==> src/rtl/regbank_wb_queue.sv <==
// regbank_wb_queue: in-order writeback FIFO between the ALU/load producers and
// the register bank's single write port. One entry drains per cycle; the head
// is presented combinationally on write/dr/wrData.
// Optional forwarding lookup of the youngest pending write is enabled by
// defining WBQ_FWD_EN.
module regbank_wb_queue #(
    parameter int DEPTH = 4,
    parameter int AW    = 5,
    parameter int DW    = 32
) (
    input  logic                       clk,
    input  logic                       reset,
    input  logic                       flush,
    input  logic                       ld_valid,
    output logic                       ld_ready,
    input  logic [AW-1:0]              ld_dr,
    input  logic [DW-1:0]              ld_data,
    input  logic                       alu_valid,
    output logic                       alu_ready,
    input  logic [AW-1:0]              alu_dr,
    input  logic [DW-1:0]              alu_data,
    output logic                       write,
    output logic [AW-1:0]              dr,
    output logic [DW-1:0]              wrData,
    output logic [$clog2(DEPTH+1)-1:0] count,
    input  logic [AW-1:0]              sr1,
    input  logic [AW-1:0]              sr2,
    output logic                       fwd_hit1,
    output logic                       fwd_hit2,
    output logic [DW-1:0]              fwd_data1,
    output logic [DW-1:0]              fwd_data2
);

    localparam int CW = $clog2(DEPTH + 1);
    localparam int PW = (DEPTH > 1) ? $clog2(DEPTH) : 1;
    localparam logic [CW:0] DEPTH_W = (CW + 1)'(DEPTH);
    localparam logic [CW:0] ONE_W   = (CW + 1)'(1);
    localparam logic [CW:0] TWO_W   = (CW + 1)'(2);

    logic [AW-1:0] mem_dr   [DEPTH];
    logic [DW-1:0] mem_data [DEPTH];

    logic [PW-1:0] rd_ptr_q, rd_ptr_d;
    logic [PW-1:0] wr_ptr_q, wr_ptr_d;
    logic [CW-1:0] count_q,  count_d;

    logic          nonempty;
    logic [CW:0]   free;
    logic          ld_push;
    logic          alu_push;
    logic [PW-1:0] alu_ptr;

    // The head slot frees up at this edge when the queue is non-empty, so it
    // counts as available for a same-cycle push.
    assign nonempty  = (count_q != '0);
    assign free      = DEPTH_W - {1'b0, count_q} + {{CW{1'b0}}, nonempty};
    assign ld_ready  = !flush && (free >= ONE_W);
    assign alu_ready = !flush && ((free >= TWO_W) || ((free == ONE_W) && !ld_valid));
    assign ld_push   = ld_valid && ld_ready;
    assign alu_push  = alu_valid && alu_ready;
    // The ALU entry lands behind a same-cycle load entry, so it is younger.
    assign alu_ptr   = wr_ptr_q + PW'(ld_push);

    // Drain side: head entry drives the regbank whenever anything is queued.
    assign write  = nonempty;
    assign dr     = nonempty ? mem_dr[rd_ptr_q]   : '0;
    assign wrData = nonempty ? mem_data[rd_ptr_q] : '0;
    assign count  = count_q;

    // Next-state for pointers and occupancy; flush empties the queue.
    always_comb begin
        rd_ptr_d = rd_ptr_q + PW'(nonempty);
        wr_ptr_d = wr_ptr_q + PW'(ld_push) + PW'(alu_push);
        count_d  = count_q + CW'(ld_push) + CW'(alu_push) - CW'(nonempty);
        if (flush) begin
            rd_ptr_d = '0;
            wr_ptr_d = '0;
            count_d  = '0;
        end
    end

    // Control state register with asynchronous active-low reset.
    always_ff @(posedge clk or negedge reset) begin
        if (!reset) begin
            rd_ptr_q <= '0;
            wr_ptr_q <= '0;
            count_q  <= '0;
        end else begin
            rd_ptr_q <= rd_ptr_d;
            wr_ptr_q <= wr_ptr_d;
            count_q  <= count_d;
        end
    end

    // Entry storage: written on accepted pushes only, never reset.
    always_ff @(posedge clk) begin
        if (ld_push) begin
            mem_dr[wr_ptr_q]   <= ld_dr;
            mem_data[wr_ptr_q] <= ld_data;
        end
        if (alu_push) begin
            mem_dr[alu_ptr]   <= alu_dr;
            mem_data[alu_ptr] <= alu_data;
        end
    end

`ifdef WBQ_FWD_EN
    logic [PW-1:0] fwd_idx;

    // Scan oldest to youngest so the last match seen is the youngest entry.
    always_comb begin
        fwd_hit1  = 1'b0;
        fwd_hit2  = 1'b0;
        fwd_data1 = '0;
        fwd_data2 = '0;
        fwd_idx   = '0;
        for (int i = 0; i < DEPTH; i++) begin
            fwd_idx = rd_ptr_q + PW'(i);
            if (CW'(i) < count_q) begin
                if (mem_dr[fwd_idx] == sr1) begin
                    fwd_hit1  = 1'b1;
                    fwd_data1 = mem_data[fwd_idx];
                end
                if (mem_dr[fwd_idx] == sr2) begin
                    fwd_hit2  = 1'b1;
                    fwd_data2 = mem_data[fwd_idx];
                end
            end
        end
    end
`else
    logic unused_sr;
    assign unused_sr = ^{sr1, sr2};
    assign fwd_hit1  = 1'b0;
    assign fwd_hit2  = 1'b0;
    assign fwd_data1 = '0;
    assign fwd_data2 = '0;
`endif

endmodule

==> config.mk <==
export PLATFORM = sky130hd
export DESIGN_NAME = regbank_wb_queue
export DESIGN_NICKNAME = d
export VERILOG_FILES = /design/src/rtl/regbank_wb_queue.sv
export SDC_FILE = /design/constraint.sdc
export NUM_CORES = 1
export LEC_CHECK = 0
export CORE_MARGIN = 2
export CORE_UTILIZATION = 35
export CTS_CLUSTER_SIZE = 28
export DETAILED_ROUTE_END_ITERATION = 8
export PLACE_DENSITY = 0.57
export RECOVER_POWER = 50
export SYNTH_ARGS = -nofsm -noshare
export SYNTH_HDL_FRONTEND = slang
export SYNTH_SLANG_ARGS = --single-unit
==> constraint.sdc <==
create_clock -name clk -period 9.4 [get_ports clk]
set_input_delay 1.41 -clock clk [delete_from_list [all_inputs] [get_ports clk]]
set_output_delay 1.41 -clock clk [all_outputs]
set_load 0.01 [all_outputs]
## Yosys cells after proc, flatten, opt, wreduce, memory -nomap -nowiden

Memories as Yosys holds them, arrays and structs flattened.
Index checks and enable logic that the tools add are counted.

| word-level totals | value |
|---|---|
| bits of input ports | 89 |
| memories | 2 |
| bits in writable memories | 148 |
| output and inout port bits | 109 |
| logic and storage cells | 34 |
| flip-flop bits (word level) | 7 |

Memories:

| name | depth | width | rd ports | clocked after memory_dff | wr ports | line | RTL |
|---|---|---|---|---|---|---|---|
| mem_data | 4 | 32 | 1 | 0 | 2 | 41 | `logic [DW-1:0] mem_data [DEPTH];` |
| mem_dr | 4 | 5 | 1 | 0 | 2 | 40 | `logic [AW-1:0] mem_dr [DEPTH];` |

| cells by class | value |
|---|---|
| add/sub/neg operators | 8 |
| multiplexer cells | 9 |
| reductions and logical operators | 9 |
| magnitude comparators | 2 |
| equality and inequality tests | 1 |

Operator list:

| kind | count |
|---|---|
| $mux W32 | 1 |
| $add A2 B1 Y2 | 3 |
| $add A3 B1 Y3 | 2 |
| $logic_and A1 B1 Y1 | 5 |
| $mux W5 | 1 |
| $add A4 B1 Y4 | 1 |
| $eq A4 B1 Y1 const B | 1 |
| $ge A4 B1 Y1 const B | 1 |
| $ge A4 B2 Y1 const B | 1 |
| $mux W1 | 4 |
| $mux W2 | 2 |
| $sub A3 B3 Y4 const A | 1 |
| $mux W3 | 1 |
| $reduce_bool A3 Y1 | 1 |
| $sub A3 B1 Y3 | 1 |
| $logic_not A1 Y1 | 2 |
| $logic_or A1 B1 Y1 | 1 |

## Longest topological paths before layout

| depth | value |
|---|---|
| depth after elaboration | 10 |
| gate-level depth with buffers | 17 |
| depth with buffers taken out | 14 |

## Worst setup path before layout

No wires, ideal clock.

| timing | value |
|---|---|
| path kind | flip-flop to flip-flop |
| start point | reg count_q[2] (netlist: count[2]) |
| end point | mem mem_data[0][0] (enable) |
| cell stages (with the launch flop) | 11 |
| arrival | 5.007 ns |
| required time | 8.913 ns |
| buffers on the path | 2 |
| setup slack | 3.905 ns |
| period minus slack after synthesis | 5.495 ns |
| cell sequence | dfrtp_1 > nor3_1 > clkbuf_1 > clkbuf_1 > ha_1 > inv_1 > ha_1 > and4b_1 > o21ai_0 > nand3_1 > o31ai_1 |

RTL lines:

| what | line | RTL |
|---|---|---|
| from (decl) | 45 | `logic [CW-1:0] count_q, count_d;` |
| from (signal assigned) | 91 | `count_q <= count_d;` |
| to (decl) | 41 |  |

==> results by group <==
Place
  • Routability cong.: 0.730
  • Placed cell area: slightly below 10000 um2
  • Hpwl dp: 11.1 mm
  • PortBufs: 121
  • Pre-CTS setup slack: 3.80 ns

Logic synthesis
  • Main combinational cell family by area after synthesis: multiplexers
  • Share of the synthesized area in the top cell type: 52.6%
  • Dominant cells by area after synthesis: edfxtp_1, mux2_2, mux4_2
  • Post-Synth Adder-Cell Area: 1.51%
  • Compound-Gate Fraction of Synth Area: 1.10%
  • Ys Warns: 0
  • Mean Syn Cell Area: 15.9 um2
  • Top FF cell, synth: edfxtp_1
  • Simple-gate share of the synthesized area: 4.11%
  • Synth cell types: 30
  • Yosys top cell by area: edfxtp_1
  • Post-synthesis mux area share: between 20% and 30%
  • Yosys reg bits: 155
  • Post-synth EDFFs: 148
  • Mapped Cells: 530
  • Seq/Total Area, Yosys: roughly 55%
  • Post-synthesis async set-or-reset flop share: 4.52%
  • XOR/XNOR Fraction of Synth Area: 0.608%
  • Post-Synthesis Cell Area: about 8400 um2

Die
  • Core Footprint: 23500 um2
  • Die height: 159 um
  • FP Rows: 56
  • Die area: approximately 25000 um2
  • # IOs: between 150 and 200
  • Die span in x: between 150 and 200 um
  • Initial Util: 35.9%

Timing
  • Rel. slew slack: -57.5%
  • Fin. max-slew vios: 40
  • Worst Tran Pin Value: ~2.4 ns
  • # setup viols final: 0
  • Final Hold Fails: 0
  • Max Clock Skew: 0.00565 ns
  • Worst setup slack after layout: 2.71 ns
  • Unrepaired setup endpoints after global routing: no
  • Tcrit/Tclk final: between 70% and 80%
  • Fmax: 149 MHz
  • Minimum clock period: 6.69 ns
  • TNS Setup: 0 ns

Power
  • P_leak: roughly 3.6 nW
  • Max IR drop VDD: roughly 0.15 mV
  • PD cells: 261 nW/um2

Layout
  • Reg area: around 4600 um2
  • Post-layout util: a little over two fifths
  • Diode count: 0
  • Share of post-route cells with drive strength above 1: 29.6%
  • Cell area after layout: 10300 um2
  • Nets: ~750
  • Multi-input logic area: 3400 um2
  • Most frequent cells in the layout: edfxtp_1, mux2_2, clkdlybuf4s50_1
  • Fillers: 2103
  • Most common cell after layout, fill and taps aside: edfxtp_1
  • Area grow syn2layout: 21.8%

Routing
  • Iteration count of the initial detailed-routing pass: 4
  • WL final: 19.4 mm
  • Antenna-violating nets left: 0
  • Initial DRC Count: 239
  • WL/cell: 19.8 um
  • Via count: 4694
  • Vias/cell: 4.78
  • Remaining DRCs: 0

GRT
  • M2 GR Usage: 26.0%
  • Vias in the first global route: 4950
  • GRT Max-Usage Layer: met2
  • Antenna violations before repair: 2
  • GRT Residual Overflow: 0
  • Largest net degree at the start of global routing: 40
  • Met3 Usage GRT: 3.67%
  • First-pass GRT wire length: 29.3 mm
  • Met1 usage: 19.4%
  • Total track usage: between 10% and 20%

Setup path
  • WS Path Type: flip-flop to flip-flop
  • Critical Path Start Type: flip-flop
  • Arr. time, crit path: 6.76 ns
  • CP peak stage delay: 1.70 ns
  • Top cell by count, worst path: ha_1
  • Worst-path cell chain: nor3_1, clkbuf_1, ha_1, inv_1, ha_1, and4b_1, o21ai_0, nand3_1, inv_1, ha_1, xor2_1, nand2_1, a211oi_4, buf_4, a31o_2, buf_4
  • Worst-path fanout max: 39
  • Critical path capture point type: flip-flop
  • Worst R2R Path Depth: 16
  • Slowest CP cell: clkbuf_1
  • FF-to-FF setup slack: 2.71 ns
  • Required time of the worst setup path: 9.47 ns

Worst hold path
  • Worst Hold Class: flip-flop to flip-flop
  • Worst hold path depth: 2

Clock network
  • Clock buffer depth: 2
  • Htree depth: 4
  • Clock Tree Root: clkbuf_16
  • Setup bufs post-CTS: 0
  • PostCTS Resize Cnt: 0
  • Clock Latency Late Sink: 0.42 ns
  • Post-CTS Hold Fix Bufs: 0
  • CTS sink count: ~160
  • CTS tree: done
  • CTS clk-pin slew, worst paths: 0.06 ns
  • CTS buffer count: 17

Run
  • Max-cap violation count: 1

Outcome
  • Failing checks: capacitance limit, slew limit
  • Outcome: finished, violations left
-- registers in the layout (all words and copies together), names as in the netlist --
register / flops
mem_dr: 20
rd_ptr_q: 2
wr_ptr_q: 2
count: 3
mem_data: 128
-- metal layers --
layer,part of all wire (%),routed length (um)
met4,2.9,569
met5,0.11,21
met2,49,9590
met3,6.3,1230
met1,41,7980
-- final cells by class --
| class | count | area share [%] |
|---|---|---|
| inverter | 8 | 0.292 |
| tap | 319 | 3.88 |
| clock inverter | 14 | 1.19 |
| sequential | 155 | 45.0 |
| timing repair buffer | 131 | 12.5 |
| multi-input combinational | 337 | 33.1 |
| clock buffer | 17 | 4.14 |
-- kinds of logic after synthesis --
logic type               after synthesis
AO/OA/AOI/OAI                         12
XOR/XNOR                               5
adder cells (fa/ha/maj)                9
buffers and inverters                103
flip-flops                           155
multiplexers                         185
other                                  1
AND/OR/NAND/NOR                       60
-- synth_stat cells, types with 2 or more instances --
cell / count
clkbuf_1: 8
mux2_1: 38
nor2_1: 10
buf_4: 72
buf_6: 4
dfrtp_1: 7
a31o_2: 2
o211ai_1: 2
inv_1: 8
ha_1: 7
xnor2_1: 3
nand2_1: 3
mux4_2: 37
o31ai_1: 2
edfxtp_1: 148
buf_2: 11
fa_1: 2
mux2_2: 110
nor2b_1: 42
a211oi_2: 2
a21oi_1: 3
-- power by group --
part | leakage, nW | internal, mW | switching (mW)
Sequential | 1.44 | 0.921 | 0.0778
Combinational | 1.87 | 0.534 | 0.511
Clock | 0.259 | 0.362 | 0.277
Total | 3.58 | 1.82 | 0.865
-- final timing paths --
| check | from | endpoint |
|---|---|---|
| min in group asynchronous | reset | count[2] |
| hold / removal | count[1] | count[1] |
| setup / recovery | count[2] | mem_dr[3][2] |
| setup reg to reg | count[2] | mem_dr[3][2] |
| hold reg to reg | count[1] | count[1] |
| max in group asynchronous | reset | rd_ptr_q[0] |
-- worst max-delay path: cells and delay by family, from the launching register on --
kind / cells / cell delay (ns)
and+or+nand+nor: 4 / 0.82
AOI/OAI and AO/OA: 3 / 0.96
buffers and inverters: 5 / 3.00
xor gates and xnor gates: 1 / 0.32
DFF: 1 / 0.42
adders and majority gates: 3 / 0.80
-- through the flow --
stage,cells,hold WS (ns),total power [mW]
after floorplan,595,0.580,1.66
after global placement,950,0.670,2.13
after detailed placement,950,0.697,2.14
after CTS,981,0.706,2.79
after global routing,981,0.747,2.85
final,981,0.668,2.68
No activity file was read; power rests on OpenSTA's default activity.
